===== config.mk =====
export PLATFORM = sky130hd
export DESIGN_NAME = wishbone_arbiter_2m1s
export DESIGN_NICKNAME = d
export VERILOG_FILES = /design/src/rtl/wishbone_arbiter_2m1s.sv
export SDC_FILE = /design/constraint.sdc
export NUM_CORES = 1
export LEC_CHECK = 0
export CAP_MARGIN = 15
export CORE_AREA = 2 2 123 125
export DETAILED_ROUTE_END_ITERATION = 10
export DIE_AREA = 0 0 125 127
export HOLD_SLACK_MARGIN = 0.05
export PLACE_DENSITY = 0.67
export SYNTH_ARGS = -nofsm -noshare
export SYNTH_HDL_FRONTEND = slang
export SYNTH_SLANG_ARGS = --single-unit

===== constraint.sdc =====
create_clock -name clk -period 1.5 [get_ports clk]
set_input_delay 0.3 -clock clk [delete_from_list [all_inputs] [get_ports clk]]
set_output_delay 0.3 -clock clk [all_outputs]
set_load 0.02 [all_outputs]

===== src/rtl/wishbone_arbiter_2m1s.sv =====
// Two-master / one-slave Wishbone arbiter with round-robin tie break, grant held
// until the owning master drops cyc, and a per-transfer ack watchdog.
module wishbone_arbiter_2m1s #(
   parameter int ADDR_WIDTH     = 32,
   parameter int DATA_WIDTH     = 32,
   parameter int SEL_WIDTH      = 4,
   parameter int TIMEOUT_CYCLES = 255
) (
   input  logic                  clk,
   input  logic                  rst,
   input  logic                  m0_cyc_i,
   input  logic                  m0_stb_i,
   input  logic                  m0_we_i,
   input  logic [ADDR_WIDTH-1:0] m0_addr_i,
   input  logic [DATA_WIDTH-1:0] m0_data_i,
   input  logic [SEL_WIDTH-1:0]  m0_sel_i,
   output logic [DATA_WIDTH-1:0] m0_data_o,
   output logic                  m0_ack_o,
   input  logic                  m1_cyc_i,
   input  logic                  m1_stb_i,
   input  logic                  m1_we_i,
   input  logic [ADDR_WIDTH-1:0] m1_addr_i,
   input  logic [DATA_WIDTH-1:0] m1_data_i,
   input  logic [SEL_WIDTH-1:0]  m1_sel_i,
   output logic [DATA_WIDTH-1:0] m1_data_o,
   output logic                  m1_ack_o,
   output logic                  s_cyc_o,
   output logic                  s_stb_o,
   output logic                  s_we_o,
   output logic [ADDR_WIDTH-1:0] s_addr_o,
   output logic [DATA_WIDTH-1:0] s_data_o,
   output logic [SEL_WIDTH-1:0]  s_sel_o,
   input  logic [DATA_WIDTH-1:0] s_data_i,
   input  logic                  s_ack_i,
   output logic [1:0]            gnt_o,
   output logic                  timeout_o
);

   // A disabled watchdog still needs a legal one-bit counter.
   localparam int WD_W = (TIMEOUT_CYCLES > 0) ? $clog2(TIMEOUT_CYCLES + 1) : 1;

   typedef enum logic [1:0] {
      ARB_IDLE = 2'd0,
      ARB_GNT0 = 2'd1,
      ARB_GNT1 = 2'd2
   } arb_state_t;

   arb_state_t      state;
   arb_state_t      next_state;
   logic            last_gnt;
   logic [WD_W-1:0] wd_cnt;
   logic            wd_fire;
   logic            req0;
   logic            req1;

   assign req0 = m0_cyc_i & m0_stb_i;
   assign req1 = m1_cyc_i & m1_stb_i;

   always_ff @(posedge clk or posedge rst) begin
      if (rst) begin
         state    <= ARB_IDLE;
         last_gnt <= 1'b1;
      end else begin
         state <= next_state;
         if (state == ARB_GNT0 && next_state != ARB_GNT0) last_gnt <= 1'b0;
         if (state == ARB_GNT1 && next_state != ARB_GNT1) last_gnt <= 1'b1;
      end
   end

   always_comb begin
      next_state = state;
      case (state)
         ARB_IDLE: begin
            if (req0 && req1)  next_state = last_gnt ? ARB_GNT0 : ARB_GNT1;
            else if (req0)     next_state = ARB_GNT0;
            else if (req1)     next_state = ARB_GNT1;
         end
         ARB_GNT0: if (!m0_cyc_i) next_state = req1 ? ARB_GNT1 : ARB_IDLE;
         ARB_GNT1: if (!m1_cyc_i) next_state = req0 ? ARB_GNT0 : ARB_IDLE;
         default:  next_state = ARB_IDLE;
      endcase
   end

   always_comb begin
      s_cyc_o  = 1'b0;
      s_stb_o  = 1'b0;
      s_we_o   = 1'b0;
      s_addr_o = '0;
      s_data_o = '0;
      s_sel_o  = '0;
      if (state == ARB_GNT0) begin
         s_cyc_o  = m0_cyc_i;
         s_stb_o  = m0_stb_i;
         s_we_o   = m0_we_i;
         s_addr_o = m0_addr_i;
         s_data_o = m0_data_i;
         s_sel_o  = m0_sel_i;
      end else if (state == ARB_GNT1) begin
         s_cyc_o  = m1_cyc_i;
         s_stb_o  = m1_stb_i;
         s_we_o   = m1_we_i;
         s_addr_o = m1_addr_i;
         s_data_o = m1_data_i;
         s_sel_o  = m1_sel_i;
      end
   end

   // A real ack in the terminal-count cycle suppresses the fire.
   assign wd_fire = (TIMEOUT_CYCLES != 0) && (wd_cnt == WD_W'(TIMEOUT_CYCLES))
                    && s_stb_o && !s_ack_i;

   always_ff @(posedge clk or posedge rst) begin
      if (rst) begin
         wd_cnt <= '0;
      end else if (state == ARB_IDLE || !s_stb_o || s_ack_i || wd_fire) begin
         wd_cnt <= '0;
      end else if (wd_cnt != '1) begin
         wd_cnt <= wd_cnt + 1'b1;
      end
   end

   assign m0_ack_o  = (state == ARB_GNT0) && m0_stb_i && (s_ack_i || wd_fire);
   assign m1_ack_o  = (state == ARB_GNT1) && m1_stb_i && (s_ack_i || wd_fire);
   assign m0_data_o = (state == ARB_GNT0 && !wd_fire) ? s_data_i : '0;
   assign m1_data_o = (state == ARB_GNT1 && !wd_fire) ? s_data_i : '0;
   assign gnt_o     = {state == ARB_GNT1, state == ARB_GNT0};
   assign timeout_o = wd_fire;

endmodule


# [Word-level counts from Yosys, hierarchy flattened]
# Cells that the tools add are included.
[classes] addsub=1 n_bitwise=2 n_reduce_logical=21 n_mux=27 n_eq_ne=6
[op_table] cell="$mux W32" count=6
[op_table] cell="$mux W8" count=2
[op_table] cell="$mux W2" count=7
[op_table] cell="$logic_and A1 B1 Y1" count=11
[op_table] cell="$mux W1" count=9
[op_table] cell="$add A8 B1 Y8 const B" count=1
[op_table] cell="$eq A8 B8 Y1 const B" count=1
[op_table] cell="$mux W4" count=2
[op_table] cell="$ne A8 B8 Y1 const B" count=1
[op_table] cell="$pmux W2 S3" count=1
[op_table] cell="$logic_or A1 B1 Y1" count=4
[op_table] cell="$reduce_bool A2 Y1" count=2
[op_table] cell="$logic_not A1 Y1" count=3
[op_table] cell="$and A1 B1 Y1" count=2
[op_table] cell="$eq A2 B1 Y1 const B" count=1
[op_table] cell="$eq A2 B2 Y1 const B" count=1
[op_table] cell="$logic_not A2 Y1" count=1
[op_table] cell="$ne A2 B1 Y1 const B" count=1
[op_table] cell="$ne A2 B2 Y1 const B" count=1
[word_totals] inputBits=177 wordCells=60 out_inout_bits=140 ff_bits=11

# [Longest topological paths before layout]
[depth] word_depth=9 depth_mapped=6 depth_no_buf=4

# [Least setup slack after synthesis]
# Ideal clock, no wire load.
[synth_timing] path_kind="reg-to-output" start="register state[1]" end="output port m1_data_o[22]" n_path_buf=3 path_stages_with_launch=7 setup_slack_ns=-0.196 required_time_ns=1.200 t_arrival_ns=1.396 path_cell_list="dfrtp_1 > nor2b_1 > buf_2 > buf_4 > buf_4 > nand2_1 > a21oi_1"
[synth_via] elab_chain_cells=8 word_cells_on_any_way=9 classes_between="eq/ne: 2; mux: 3; reduce/logical: 4"
[synth_lines] item="start, declared" line="48" source="arb_state_t state;"
[synth_lines] item="start signal, assigned" line="64" source="state <= next_state;"
[synth_lines] item="$eq A2 B2 Y1 *"
[synth_lines] item="net gnt_o[1]" line="35" source="output logic [1:0] gnt_o,"
[synth_lines] item="$mux W1" line="98" source="end else if (state == ARB_GNT1) begin"
[synth_lines] item="$mux W1" line="91" source="if (state == ARB_GNT0) begin"
[synth_lines] item="$logic_and A1 B1 Y1 (2 in a row)" line="110" source="&& s_stb_o && !s_ack_i;"
[synth_lines] item="$logic_not A1 Y1" line="125" source="assign m1_data_o = (state == ARB_GNT1 && !wd_fire) ? s_data_i : '0;"
[synth_lines] item="$logic_and A1 B1 Y1 *" line="125"
[synth_lines] item="$mux W32 *" line="125"
[synth_lines] item="end, declared" line="25" source="output logic [DATA_WIDTH-1:0] m1_data_o,"
# Mark *: on every way through the listed nets, which the timed path passes. The rest lies on a longest branch.

# [Final worst setup path]
[layout_timing] start="register state[1]" end="output port m0_data_o[9]"
[layout_via] elab_chain_cells=8 word_cells_on_any_way=9 classes_between="eq/ne: 2; mux: 3; reduce/logical: 4"
[layout_lines] item="$eq A2 B2 Y1" line="98"
[layout_lines] item="$mux W1" line="98"
[layout_lines] item="$mux W1" line="91"
[layout_lines] item="$logic_and A1 B1 Y1 (2 in a row)" line="110"
[layout_lines] item="$logic_not A1 Y1" line="124" source="assign m0_data_o = (state == ARB_GNT0 && !wd_fire) ? s_data_i : '0;"
[layout_lines] item="$logic_and A1 B1 Y1 *" line="124"
[layout_lines] item="$mux W32 *" line="124"
[layout_lines] item="end, declared" line="17" source="output logic [DATA_WIDTH-1:0] m0_data_o,"
# Mark *: on every way between the ends. The rest lies on a longest branch, timed or not.

==> run metrics <==
final antenna-violating net count=0; Yosys cell types=32; Peak Freq=475.0 MHz; top_reg_cell synth=dfrtp_1; Die ar.=15880 um2; vias after detailed routing=4143; slowest stage cell on the critical path=dfrtp_2; fin worst setup slack=-0.6054 ns; Post-Syn Instances=299; final hold slack=0.3601 ns; Area Growth Syn to Fin=297.3%; Post-synth EDFFs=0; CTS Hold Buffers Added=0; met2 WL=8692 um; Synth Area in Adders=0.6281%; Synth top area share=30.78%; I/O Pins=317; Slew Limit Fails=0; Rel. slew slack=70.57%; clock root cell=clkbuf_16; Final #Nets=906; CP dominant cell by count=buf_4; Synth area leaders=a22o_1 (31%), a21oi_1 (17%), nand2_1 (13%), dfrtp_1 (13%), buf_2 (5.8%); maximum fanout along the worst path=11; Yosys reg bits=11; gpl congestion=0.8390; CTS clk-pin slew, worst paths=0.04 ns; most frequent cells in the layout=clkdlybuf4s50_1 (174), buf_6 (162), buf_4 (66); YS warnings=0; worst IR drop on VDD=0.0006427 V; detailed route wirelength on metal3=1131 um; DR iter-0 viols=170; hpwl dp=11280 um; post-synth net total=477; Setup WS pre-CTS=-0.9692 ns; worst hold path type=in -> async; status=finished, violations left; RSZ-0062 raised after global routing=yes; DR DRC count=0; maxcap violations=0; initial antenna violation count=1; Tmin final=2.105 ns; Power, Total=5.749 mW; DR vias/cell=4.548; First-pass DRT Iterations=4; layout cells sized above 1=55.85%; slowest cell delay on critical path=0.43 ns; Seq/Total Area, Yosys=13.88%; Leak=3.449 nW; filler instances=1264; power per cell area=726.5 nW/um2; overall routing resource usage=18.08%; fraction of registers with async set/reset=100.0%; Avg WL per Cell=18.54 um; CTS Sinks=11; # setup viols final=143; H-tree Lvls=1; combinational family with the most area after synthesis=compound AO/OA/AOI/OAI gates; CTS Buf Count=3; global-route wire length before repair=23400 um; gr ovfl total=0; count of port buffers added during placement=316; routed wire length=16890 um; CORE AREA=14420 um2; Max Clock Skew=0.001376 ns; fin crit share=140.4%; clock latency on the worst-skew pair=0.24 ns; Clock Path Buffers=2; max layer used=met4; Register-to-Register Path Depth=9; complex-gate fraction of the synthesized area=51.95%; Synth area leader=a22o_1; vias in the first global route=4194; met1 WL=6726 um; area of the mapped netlist=1992 um2; fin util=54.87%; failing checks=setup timing; Mean Syn Cell Area=6.662 um2; CP cell instances=nand3b_1 -> a21oi_4 -> buf_12 -> buf_16 -> buf_4 -> a21oi_2 -> buf_4; CP arrival=1.81 ns; CP startpoint kind=register; Fin Setup TNS=-69.02 ns; largest net degree at the start of global routing=21; Site Rows=44; Slew @ Worst Pin=0.4409 ns; Critical Path Sink Type=output port; post-synthesis mux area share=0%; Die Ht=127 um; DIE WIDTH=125 um; ant diodes=0; commonest non-fill, non-tap cell in the layout=clkdlybuf4s50_1; Simple-Gate Fraction of Synth Area=20.41%; xor/xnor share of the synthesized area=1.319%; starting density of the core=13.81%; WP data required=1.20 ns; WS Path Type=reg -> out; CTS tree=yes; Final Hold Viols=0
[cell families after synthesis]
| logic type | count (synthesis) |
|---|---|
| AO/OA/AOI/OAI | 149 |
| XOR/XNOR | 3 |
| adder cells (fa/ha/maj) | 1 |
| buffers and inverters | 41 |
| flip-flops | 11 |
| AND/OR/NAND/NOR | 94 |
[synth_stat cells, drive strengths merged (2+ instances only)]
master,count
nor2b,2
or3,3
nor2,3
buf,37
nand3,6
a21oi,66
nand2,70
o21ai,5
a22o,70
nand3b,2
dfrtp,10
nor3,3
xor2,2
o21ba,2
inv,3
[stage by stage]
step | area, um2 | std cells
finish | 7914 | 911
detailed placement | 6392 | 819
CTS | 7142 | 876
floorplan | 2650 | 299
global placement | 6392 | 819
global route | 7914 | 911
[registers in the layout, summed over array words and instances, names as in the netlist]
| signal | flops |
|---|---|
| wd_cnt | 8 |
| last_gnt | 1 |
| state | 2 |
[routing by layer]
metal / GRT usage [%] / vias to the layer above
met1: 21.95 / 1962
met5: 0 / -
met2: 33.47 / 175
li1: - / 1979
met3: 3.643 / 27
met4: 3.072 / 0
[path summary, 6_finish.rpt]
path	startpoint	to	slack, ns
max in group asynchronous	rst	last_gnt	0.80
min in group clk	last_gnt	last_gnt	0.50
max reg2reg	wd_cnt[1]	wd_cnt[1]	-0.03
min reg2reg	last_gnt	last_gnt	0.50
max	state[1]	m0_data_o[9]	-0.61
min	rst	wd_cnt[0]	0.36
[cell type report]
cell class | count | area, um2 | area share [%]
Timing Repair Buffer | 462 | 5105 | 64.51
Inverter | 3 | 11.26 | 0.1423
Tap cell | 184 | 230.2 | 2.909
Sequential cell | 11 | 277.8 | 3.510
Multi-Input combinational cell | 247 | 2211 | 27.94
Clock buffer | 4 | 78.83 | 0.9960
[worst max-delay path: cells and delay by family (launching register included)]
family	cells	cell delay, ns
and+or+nand+nor	1	0.24
AOI/OAI and AO/OA	2	0.28
buffers and inverters	4	0.60
DFF	1	0.43
[where the power goes]
| part | internal [mW] | switching (mW) |
|---|---|---|
| sequential | 0.334 | 0.0271 |
| combinational | 2.77 | 2.13 |
| clock | 0.357 | 0.133 |
| total | 3.46 | 2.29 |
[what timing repair did]
item / in CTS / in global routing
setup endpoints to repair: 140 / 145
pin swaps: 21 / 25
cloned: 10 / 9
gates resized for setup: 693 / 230
buffers inserted: 43 / 43
hold endpoints to repair: 0 / 0
Power figures use the tool's default switching activity.
